[config.mk]
export PLATFORM = sky130hd
export DESIGN_NAME = alu_cmd_driver
export DESIGN_NICKNAME = d
export VERILOG_FILES = /design/src/rtl/alu_pkg.sv /design/src/rtl/alu_sat_counter.sv /design/src/rtl/alu_cmd_driver.sv
export SDC_FILE = /design/constraint.sdc
export NUM_CORES = 1
export LEC_CHECK = 0
export CAP_MARGIN = 20
export CORE_MARGIN = 2
export CORE_UTILIZATION = 36
export DETAILED_ROUTE_END_ITERATION = 8
export HOLD_SLACK_MARGIN = 0.03
export PLACE_DENSITY = 0.79
export SLEW_MARGIN = 10
export SYNTH_ARGS = -nofsm -noshare
export SYNTH_HDL_FRONTEND = slang
export SYNTH_SLANG_ARGS = --single-unit
[constraint.sdc]
create_clock -name clk -period 4.1 [get_ports clk]
set_clock_uncertainty 0.05 [all_clocks]
set_input_delay 0.615 -clock clk [delete_from_list [all_inputs] [get_ports clk]]
set_output_delay 0.615 -clock clk [all_outputs]
set_load 0.005 [all_outputs]
[src/rtl/alu_pkg.sv]
// Shared ALU definitions: opcode encoding, driver FSM states, opcode legality.
package alu_pkg;

    localparam int unsigned DATA_W = 32;
    localparam int unsigned OP_W   = 3;

    typedef enum logic [2:0] {
        OP_ADD = 3'b000,
        OP_SUB = 3'b001,
        OP_AND = 3'b010,
        OP_OR  = 3'b011,
        OP_XOR = 3'b100
    } alu_op_e;

    typedef enum logic [1:0] {
        ST_IDLE = 2'd0,
        ST_EXEC = 2'd1,
        ST_CAPT = 2'd2,
        ST_RESP = 2'd3
    } drv_state_e;

    // Opcodes above XOR have no ALU operation behind them.
    function automatic logic is_legal_op(input logic [2:0] op);
        return (op <= 3'(OP_XOR));
    endfunction

endpackage

[src/rtl/alu_sat_counter.sv]
// Saturating up-counter, cleared by reset, holds at all-ones.
module alu_sat_counter #(
    parameter int unsigned WIDTH = 8
) (
    input  logic             clk,
    input  logic             rst,
    input  logic             inc,
    output logic [WIDTH-1:0] count
);

    localparam logic [WIDTH-1:0] MAX = '1;

    // Count up on inc until all-ones, then hold.
    always_ff @(posedge clk or posedge rst) begin
        if (rst) begin
            count <= '0;
        end else if (inc && (count != MAX)) begin
            count <= count + WIDTH'(1);
        end
    end

endmodule

[src/rtl/alu_cmd_driver.sv]
// Command-side driver for the registered 32-bit ALU: accepts a command,
// drives ALU operands, waits one ALU cycle, returns a tagged response.
// Optional build macro ALU_DRV_OPCHK_EN: illegal opcodes are not forwarded
// to the ALU and are answered with result 0 / error 1 by the driver itself.
module alu_cmd_driver
    import alu_pkg::*;
#(
    parameter int unsigned TAG_W = 4,
    parameter int unsigned CNT_W = 8
) (
    input  logic             clk,
    input  logic             rst,
    input  logic             cmd_valid,
    output logic             cmd_ready,
    input  logic [31:0]      cmd_a,
    input  logic [31:0]      cmd_b,
    input  logic [2:0]       cmd_op,
    input  logic [TAG_W-1:0] cmd_tag,
    output logic [31:0]      alu_a,
    output logic [31:0]      alu_b,
    output logic [2:0]       alu_opcode,
    input  logic [31:0]      alu_result,
    input  logic             alu_error,
    output logic             rsp_valid,
    input  logic             rsp_ready,
    output logic [31:0]      rsp_result,
    output logic             rsp_error,
    output logic [TAG_W-1:0] rsp_tag,
    output logic [CNT_W-1:0] err_count,
    output logic             busy
);

    localparam logic [1:0] S_IDLE = 2'(ST_IDLE);
    localparam logic [1:0] S_EXEC = 2'(ST_EXEC);
    localparam logic [1:0] S_CAPT = 2'(ST_CAPT);
    localparam logic [1:0] S_RESP = 2'(ST_RESP);

    logic [1:0]       state;
    logic [1:0]       state_nxt;
    logic             accept_c;
    logic             capture_c;
    logic             rsp_done_c;
    logic [TAG_W-1:0] tag_q;
`ifdef ALU_DRV_OPCHK_EN
    logic             op_bad_q;
`endif

    // Next-state and handshake event decode.
    always_comb begin
        state_nxt  = state;
        accept_c   = 1'b0;
        capture_c  = 1'b0;
        rsp_done_c = 1'b0;
        case (state)
            S_IDLE: begin
                if (cmd_valid && cmd_ready) begin
                    accept_c  = 1'b1;
                    state_nxt = S_EXEC;
                end
            end
            S_EXEC: begin
                state_nxt = S_CAPT;
            end
            S_CAPT: begin
                capture_c = 1'b1;
                state_nxt = S_RESP;
            end
            S_RESP: begin
                if (rsp_valid && rsp_ready) begin
                    rsp_done_c = 1'b1;
                    state_nxt  = S_IDLE;
                end
            end
            default: begin
                state_nxt = S_IDLE;
            end
        endcase
    end

    // State register; cmd_ready/busy registered from the next state.
    always_ff @(posedge clk or posedge rst) begin
        if (rst) begin
            state     <= S_IDLE;
            cmd_ready <= 1'b1;
            busy      <= 1'b0;
        end else begin
            state     <= state_nxt;
            cmd_ready <= (state_nxt == S_IDLE);
            busy      <= (state_nxt != S_IDLE);
        end
    end

    // Operand launch on accept, response capture, response retire.
    always_ff @(posedge clk or posedge rst) begin
        if (rst) begin
            alu_a      <= '0;
            alu_b      <= '0;
            alu_opcode <= 3'(OP_ADD);
            tag_q      <= '0;
            rsp_valid  <= 1'b0;
            rsp_result <= '0;
            rsp_error  <= 1'b0;
            rsp_tag    <= '0;
`ifdef ALU_DRV_OPCHK_EN
            op_bad_q   <= 1'b0;
`endif
        end else begin
            if (accept_c) begin
                tag_q <= cmd_tag;
`ifdef ALU_DRV_OPCHK_EN
                if (is_legal_op(cmd_op)) begin
                    alu_a      <= cmd_a;
                    alu_b      <= cmd_b;
                    alu_opcode <= cmd_op;
                    op_bad_q   <= 1'b0;
                end else begin
                    alu_a      <= '0;
                    alu_b      <= '0;
                    alu_opcode <= 3'(OP_AND);
                    op_bad_q   <= 1'b1;
                end
`else
                alu_a      <= cmd_a;
                alu_b      <= cmd_b;
                alu_opcode <= cmd_op;
`endif
            end
            if (capture_c) begin
`ifdef ALU_DRV_OPCHK_EN
                rsp_result <= op_bad_q ? '0 : alu_result;
                rsp_error  <= op_bad_q | alu_error;
`else
                rsp_result <= alu_result;
                rsp_error  <= alu_error;
`endif
                rsp_tag    <= tag_q;
                rsp_valid  <= 1'b1;
            end
            if (rsp_done_c) begin
                rsp_valid <= 1'b0;
            end
        end
    end

    // Error responses are counted when the consumer takes them.
    alu_sat_counter #(
        .WIDTH (CNT_W)
    ) u_err_cnt (
        .clk   (clk),
        .rst   (rst),
        .inc   (rsp_done_c && rsp_error),
        .count (err_count)
    );

endmodule

==> metrics.md, run 1 <==
| Metric | Value |
|---|---|
| Buffers added on ports | `222` |
| Routed Antenna Nets | `0` |
| LEAKAGE | `~3.2 nW` |
| Final Hold Viols | `0` |
| Max Clk Rate | `481 MHz` |
| H-tree level count | `4` |
| GRT overflow | `0` |
| DRT iter0 DRCs | `between 100 and 150` |
| Slew Limit Headroom | `0.566` |
| Post-synthesis sequential area ratio | `0.666` |
| Cell family with most CP delay | `flip-flops` |
| First-pass DRT Iterations | `4` |
| Cts bufs inserted | `17` |
| Worst R2R Start | `cmd_ready$_DFF_PP1_` |
| Worst path slowest cell | `dfstp_2` |
| Synth top cells by count | `dfrtp_1, mux2_2, buf_2` |
| Worst EP arrival | `between 1 and 1.5 ns` |
| CP peak stage delay | `roughly 0.53 ns` |
| Yosys top cell area share | `0.660` |
| Clk Latency, worst-skew pair | `around 0.4 ns` |
| Worst Path Max Fanout | `2` |
| Antenna violations before repair | `0` |
| CTS tree | `built` |
| Min cycle time layout | `2.08 ns` |
| Synth area leaders | `dfrtp_1, mux2_2, mux2_1, buf_2, dfstp_2` |
| Synthesis-to-finish area growth | `66.1%` |
| DP Wirelength | `~8000 µm` |
| Final core utilization | `0.606` |
| Hold_ws | `about 0.44 ns` |
| Critical path required time | `around 3.4 ns` |
| Layout cells sized above 1 | `0.267` |
| Top-count cell post-synth | `dfrtp_1` |
| Post-Syn Area | `around 4600 µm²` |
| Cts repair resizes | `0` |
| Syn_area_per_cell | `16.3 µm²` |
| Yosys Warn Count | `0` |
| Synth Net Count | `~390` |
| Clock Sinks | `roughly 120` |
| Setup_tns | `0 ns` |
| Peak VDD IR | `0.406 mV` |
| DIE AREA | `between 10,000 and 15,000 µm²` |
| RSZ-0062 raised after global routing | `false` |
| Vias | `~3,200` |
| GRT Resource Usage Total | `0.160` |
| Clock root buffer | `clkbuf_16` |
| Clock Path Buffers | `2` |
| Diode count | `0` |
| Initial core utilization | `0.365` |
| EDFF count, synth | `0` |
| R2R cell count | `4` |
| Worst Max-Slew Pin Slew | `roughly 0.65 ns` |
| Max Cap Viol | `0` |
| Via/cell ratio | `4.54` |
| Row count | `41` |
| Number of I/O pins | `between 200 and 250` |
| Dominant synthesized flop cell | `dfrtp_1` |
| Pwr Density | `roughly 740 nW/µm²` |
| Hold Path Class | `reg -> reg` |
| Hold_sp | `alu_opcode[0]$_DFFE_PP0P_` |
| Routed wire length | `between 10,000 and 15,000 µm` |
| Die width | `116 µm` |
| Hold Buf Count CTS | `0` |
| Drt drc | `0` |
| Cells after Synth | `279` |
| Hold path cells | `1` |
| Critical Path End Type | `output port` |
| CP cell instances | `clkdlybuf4s50_1` |
| Final Wtd Congestion | `about 0.74` |
| DR WL/cell | `~16 µm` |
| Vias in the first global route | `between 3,000 and 4,000` |
| FFs w/ async S/R, synth | `1.00` |
| Crit start category | `flop` |
| Pin count of the biggest net entering global routing | `roughly 70` |
| First-pass GRT wire length | `roughly 16,000 µm` |
| Clk slew on worst S/H paths | `roughly 0.050 ns` |
| Nets | `between 600 and 700` |
| Yosys top cell by area | `dfrtp_1` |
| Final Setup Violations | `0` |
| Distinct cells, synth | `25` |
| Fin crit share | `0.508` |
| CP Buf/Inv Count | `1` |
| Stages on worst setup path | `1` |
| Die height | `roughly 120 µm` |
| CP Class | `reg -> out` |
| Setup Buffers After CTS | `0` |
| Slew Limit Fails | `0` |
| Synthesized flop and latch total | `121` |
| Status | `complete, no violations` |
| Core ar. | `between 10,000 and 15,000 µm²` |
| Launch point of the worst path | `cmd_ready$_DFF_PP1_` |
## report_power, final
part | switching (mW) | internal (mW)
registers | 0.311 | 1.77
clock network | 0.483 | 0.897
logic | 0.609 | 1.50
## layout make-up
| cell class | instances | area, µm² |
|---|---|---|
| Clock buffer | 21 | 450 |
| Multi-Input combinational cell | 143 | 1470 |
| Fill cell | 1006 | 4910 |
| Inverter | 4 | 17.5 |
| Sequential cell | 121 | 3030 |
| Tap cell | 172 | 215 |
| Timing Repair Buffer | 226 | 2280 |
| Clock inverter | 10 | 103 |
## cells by family (layout without fill, tap and decap cells)
| family | Yosys count | in the layout | synth area share |
|---|---|---|---|
| multiplexers | 109 | 109 | 0.269 |
| AND/OR/NAND/NOR | 21 | 21 | 0.0264 |
| XOR/XNOR | 6 | 6 | 0.0116 |
| flip-flops | 121 | 121 | 0.666 |
| AO/OA/AOI/OAI | 6 | 6 | 0.00880 |
| adder cells (fa/ha/maj) | 1 | 1 | 0.00275 |
| buffers and inverters | 15 | 261 | 0.0154 |
## placed cells by master (no fill, tap or decap)
| master | netlist | routed |
|---|---|---|
| a211oi_1 | 1 | 1 |
| a21o_1 | 2 | 2 |
| a21oi_1 | 1 | 1 |
| and3_1 | 3 | 3 |
| and4_1 | 1 | 1 |
| buf_12 | 0 | 2 |
| buf_4 | 0 | 2 |
| bufinv_16 | 0 | 2 |
| clkbuf_1 | 0 | 3 |
| clkbuf_16 | 0 | 17 |
| clkbuf_8 | 0 | 1 |
| clkdlybuf4s50_1 | 0 | 222 |
| clkinv_2 | 0 | 7 |
| clkinvlp_4 | 0 | 1 |
| dfrtp_1 | 120 | 120 |
| dfstp_2 | 1 | 1 |
| ha_1 | 1 | 1 |
| inv_1 | 4 | 3 |
| inv_4 | 0 | 1 |
| mux2_1 | 6 | 6 |
| mux2_2 | 102 | 102 |
| mux2i_1 | 1 | 1 |
| nand2_1 | 7 | 7 |
| nand3_1 | 2 | 2 |
| nand4_1 | 2 | 2 |
| nor2_1 | 2 | 2 |
| nor2_2 | 1 | 1 |
| nor2b_4 | 0 | 1 |
| nor3_4 | 0 | 1 |
| o21a_1 | 1 | 1 |
| o21ai_0 | 1 | 1 |
| or4b_4 | 1 | 1 |
| xnor2_1 | 3 | 3 |
| xor2_1 | 3 | 3 |
## stage by stage
step / std cells / cell area, µm² / total power [mW] / setup WS [ns]
global route: 697 / 7560 / 5.90 / 1.98
global placement: 665 / 6980 / 4.15 / 1.77
finish: 697 / 7560 / 5.57 / 2.02
detailed placement: 665 / 6980 / 4.23 / 1.73
CTS: 696 / 7540 / 5.64 / 1.99
floorplan: 279 / 4550 / 2.83 / 0.222
## flip-flops by register name, summed over array words and instances, names as in the netlist
name / count
rsp_tag: 4
alu_a: 32
rsp_result: 32
rsp_error: 1
busy: 1
alu_b: 32
cmd_ready: 1
state: 2
rsp_valid: 1
alu_opcode: 3
tag_q: 4
u_err_cnt.count: 8
## routing by layer
metal / track usage / vias to the layer above / routed length (µm)
li1: - / 1455 / -
met1: 0.174 / 1552 / 4200
met2: 0.272 / 139 / 5450
met3: 0.0690 / 16 / 992
met4: 0.0730 / 0 / 195
met5: 0 / - / 0
## final timing paths
kind,slack (ns),endpoint
setup reg to reg,2.29,alu_b[22]$_DFFE_PP0P_
hold / removal,0.44,alu_opcode[0]$_DFFE_PP0P_
setup / recovery,2.02,cmd_ready
min in group asynchronous,0.61,rsp_result[26]$_DFFE_PP0P_
max in group asynchronous,2.56,alu_a[19]$_DFFE_PP0P_
hold reg to reg,0.44,alu_opcode[0]$_DFFE_PP0P_
No activity file was read; power rests on OpenSTA's default activity.
==> run 2, diff against run 1 <==
--- a/config.mk
+++ b/config.mk
@@ -7,10 +7,10 @@
 export LEC_CHECK = 0
 export CAP_MARGIN = 20
 export CORE_MARGIN = 2
-export CORE_UTILIZATION = 36
+export CORE_UTILIZATION = 40
 export DETAILED_ROUTE_END_ITERATION = 8
 export HOLD_SLACK_MARGIN = 0.03
-export PLACE_DENSITY = 0.79
+export PLACE_DENSITY = 0.82
 export SLEW_MARGIN = 10
 export SYNTH_ARGS = -nofsm -noshare
 export SYNTH_HDL_FRONTEND = slang
==> constraint.sdc (replaced) <==
create_clock -name clk -period 2.1 [get_ports clk]
set_clock_uncertainty 0.05 [all_clocks]
set_input_delay 0.315 -clock clk [delete_from_list [all_inputs] [get_ports clk]]
set_output_delay 0.315 -clock clk [all_outputs]
set_load 0.005 [all_outputs]
==> run 2 against run 1 <==
  * Combinational power up 96%
  * Count of clock-buffer cells in the layout up 3
  * Total power up 99%
  * Critical path type is now reg -> reg
  * Largest cell class unchanged
  * Global-route usage up 3.5 points
==> metrics.md, run 2 (synthesis results as in run 1) <==
| Metric | Value |
|---|---|
| Max Cap Viol | `0 (unchanged)` |
| Hold Buf Count CTS | `0 (unchanged)` |
| Critical path required time | `2.37 ns (was 3.43 ns)` |
| Cell family with most CP delay | `simple AND/OR/NAND/NOR gates (was flip-flops)` |
| Crit Reg-Reg Endpoint | `u_err_cnt.count[5]$_DFFE_PP0P_ (was alu_b[22]$_DFFE_PP0P_)` |
| DRT iter0 DRCs | `106 (was 116)` |
| Max Clk Rate | `roughly 550 MHz` |
| Fill cells | `769 (was 1,006)` |
| Vias in the first global route | `3,670 (was 3,356)` |
| Stages on worst setup path | `5 (was 1)` |
| LEAKAGE | `3.29 nW (was 3.22 nW)` |
| H-tree level count | `4 (unchanged)` |
| Placed cells | `644 (was 665)` |
| Final Setup Violations | `0 (unchanged)` |
| Clock Path Buffers | `2 (unchanged)` |
| Vias | `3,222 (was 3,162)` |
| Die height | `111 µm (was 116 µm)` |
| Number of I/O pins | `223 (unchanged)` |
| Status | `complete, no violations (unchanged)` |
| DP Wirelength | `8550 µm (was 8000 µm)` |
| CP cell instances | `ha_1 > and3_1 > a211oi_1 > and3_1 > xor2_1 (was clkdlybuf4s50_1)` |
| Multi-input gate area | `1470 µm² (unchanged)` |
| Die width | `111 µm (was 116 µm)` |
| Setup_tns | `0 ns (unchanged)` |
| Post-placement setup slack | `0.115 ns (was 1.73 ns)` |
| Peak VDD IR | `0.938 mV (was 0.406 mV)` |
| CTS tree | `built (unchanged)` |
| Clk Latency, worst-skew pair | `0.40 ns (about the same)` |
| Final core utilization | `0.698 (was 0.606)` |
| Routed Antenna Nets | `0 (unchanged)` |
| Clock root buffer | `clkbuf_16 (unchanged)` |
| Final Wtd Congestion | `0.777 (was 0.742)` |
| CP Capture Point | `u_err_cnt.count[5]$_DFFE_PP0P_ (was cmd_ready)` |
| Overall power | `11.1 mW (was 5.57 mW)` |
| Pwr Density | `1440 nW/µm² (was 737 nW/µm²)` |
| Final Hold Viols | `0 (unchanged)` |
| Most common cell after layout, fill and taps aside | `clkdlybuf4s50_1 (unchanged)` |
| CP peak stage delay | `0.44 ns (was 0.53 ns)` |
| Layout cells sized above 1 | `0.282 (was 0.267)` |
| Crit-path most repeated cell | `and3_1` |
| Nets | `632 (was 622)` |
| Clk slew on worst S/H paths | `0.05 ns (about the same)` |
| Slew Limit Fails | `0 (unchanged)` |
| Register-to-register setup slack | `0.28 ns (was 2.29 ns)` |
| Worst Max-Slew Pin Slew | `0.447 ns (was 0.650 ns)` |
| Worst path slowest cell | `a211oi_1 (was dfstp_2)` |
| CP Buf/Inv Count | `0 (was 1)` |
| Initial core utilization | `0.414 (was 0.365)` |
| Clock Sinks | `121 (unchanged)` |
| Row count | `38 (was 41)` |
| DIE AREA | `12,200 µm² (was 13,600 µm²)` |
| Core ar. | `11,000 µm² (was 12,500 µm²)` |
| Seq. cell area | `3030 µm² (unchanged)` |
| Drt drc | `0 (unchanged)` |
| Hold Path Class | `in -> async (was reg -> reg)` |
| Final Cell Area | `7660 µm² (was 7560 µm²)` |
| R2R cell count | `5 (was 4)` |
| Largest regs | `alu_a: 32 flops, alu_b: 32 flops, rsp_result: 32 flops (unchanged)` |
| DR WL/cell | `17.0 µm (was 15.5 µm)` |
| Buffers added on ports | `222 (unchanged)` |
| GRT Resource Usage Total | `0.195 (was 0.160)` |
| Crit start category | `flop (unchanged)` |
| Synthesis-to-finish area growth | `68.4% (was 66.1%)` |
| Antenna violations before repair | `0 (unchanged)` |
| Worst R2R Start | `u_err_cnt.count[0]$_DFFE_PP0P_ (was cmd_ready$_DFF_PP1_)` |
| Critical Path End Type | `flop (was output port)` |
| CP Class | `reg -> reg (was reg -> out)` |
| Worst EP arrival | `2.10 ns (was 1.42 ns)` |
| Post-Layout Cell Count | `676 (was 697)` |
| Slew Limit Headroom | `0.700 (was 0.566)` |
| Pin count of the biggest net entering global routing | `63 (was 72)` |
| Min setup slack post-route | `0.277 ns (was 2.02 ns)` |
| Placed cell areas | `7080 µm² (was 6980 µm²)` |
| Routed wire length | `11,500 µm (was 10,800 µm)` |
| Commonest cells after routing, fill and taps aside | `clkdlybuf4s50_1, dfrtp_1, mux2_2, clkbuf_16, buf_4 (was clkdlybuf4s50_1, dfrtp_1, mux2_2, clkbuf_16)` |
| Worst Path Max Fanout | `4 (was 2)` |
| First-pass GRT wire length | `18,800 µm (was 16,500 µm)` |
| Setup Buffers After CTS | `0 (unchanged)` |
| Min cycle time layout | `approximately 1.8 ns` |
| Via/cell ratio | `4.77 (was 4.54)` |
| RSZ-0062 raised after global routing | `false (unchanged)` |
| Cts repair resizes | `0 (unchanged)` |
| Hold_ws | `0.325 ns (was 0.436 ns)` |
| Launch point of the worst path | `u_err_cnt.count[0]$_DFFE_PP0P_ (was cmd_ready$_DFF_PP1_)` |
| First-pass DRT Iterations | `4 (unchanged)` |
| Fin crit share | `0.868` |
| GRT overflow | `0 (unchanged)` |
| Cts bufs inserted | `17 (unchanged)` |
| Diode count | `0 (unchanged)` |
-- run 2: changes by cell type in the layout (fill, tap and decap cells not counted), sizes merged --
cell,change
buf,+10
clkbuf,+3
clkinv,-2
clkinvlp,+1
inv,-1
-- run 2: routing by layer --
layer  wire length [µm]  GRT usage  vias to the layer above
met2               5950      0.341                      142
met3                892     0.0820                       22
met1               4390      0.212                     1585
met5                  0          0                        -
li1                   -          -                     1473
met4                274     0.0708                        0
-- run 2: layout make-up --
cell class / instances / area share
inverter: 4 / 0.00245
clock buffer: 24 / 0.0642
tap: 140 / 0.0229
sequential: 121 / 0.395
timing repair buffer: 236 / 0.312
clock inverter: 8 / 0.0121
multi-input combinational: 143 / 0.191
-- run 2: worst register-to-register path: stages (launching register included) --
cell	delay, ns
dfrtp_1	0.42
ha_1	0.24
and3_1	0.21
a211oi_1	0.44
and3_1	0.24
xor2_1	0.15
-- run 2: worst min-delay path by stage --
| stage | depth (start not counted) | startpoint | end |
|---|---|---|---|
| finish | 3 | rst | u_err_cnt.count[0]$_DFFE_PP0P_ |
| global route | 3 | rst | rsp_result[17]$_DFFE_PP0P_ |
| CTS | 3 | rst | u_err_cnt.count[1]$_DFFE_PP0P_ |
| detailed placement | 1 | alu_opcode[0]$_DFFE_PP0P_ | alu_opcode[0]$_DFFE_PP0P_ |
| global placement | 1 | alu_b[3]$_DFFE_PP0P_ | alu_b[3]$_DFFE_PP0P_ |
| floorplan | 2 | alu_error | rsp_error$_DFFE_PP0P_ |
-- run 2: report_power, final --
part	internal, mW	total [mW]	switching, mW
Clock	1.86	2.82	0.964
Sequential	3.46	4.11	0.645
Combinational	2.93	4.13	1.20
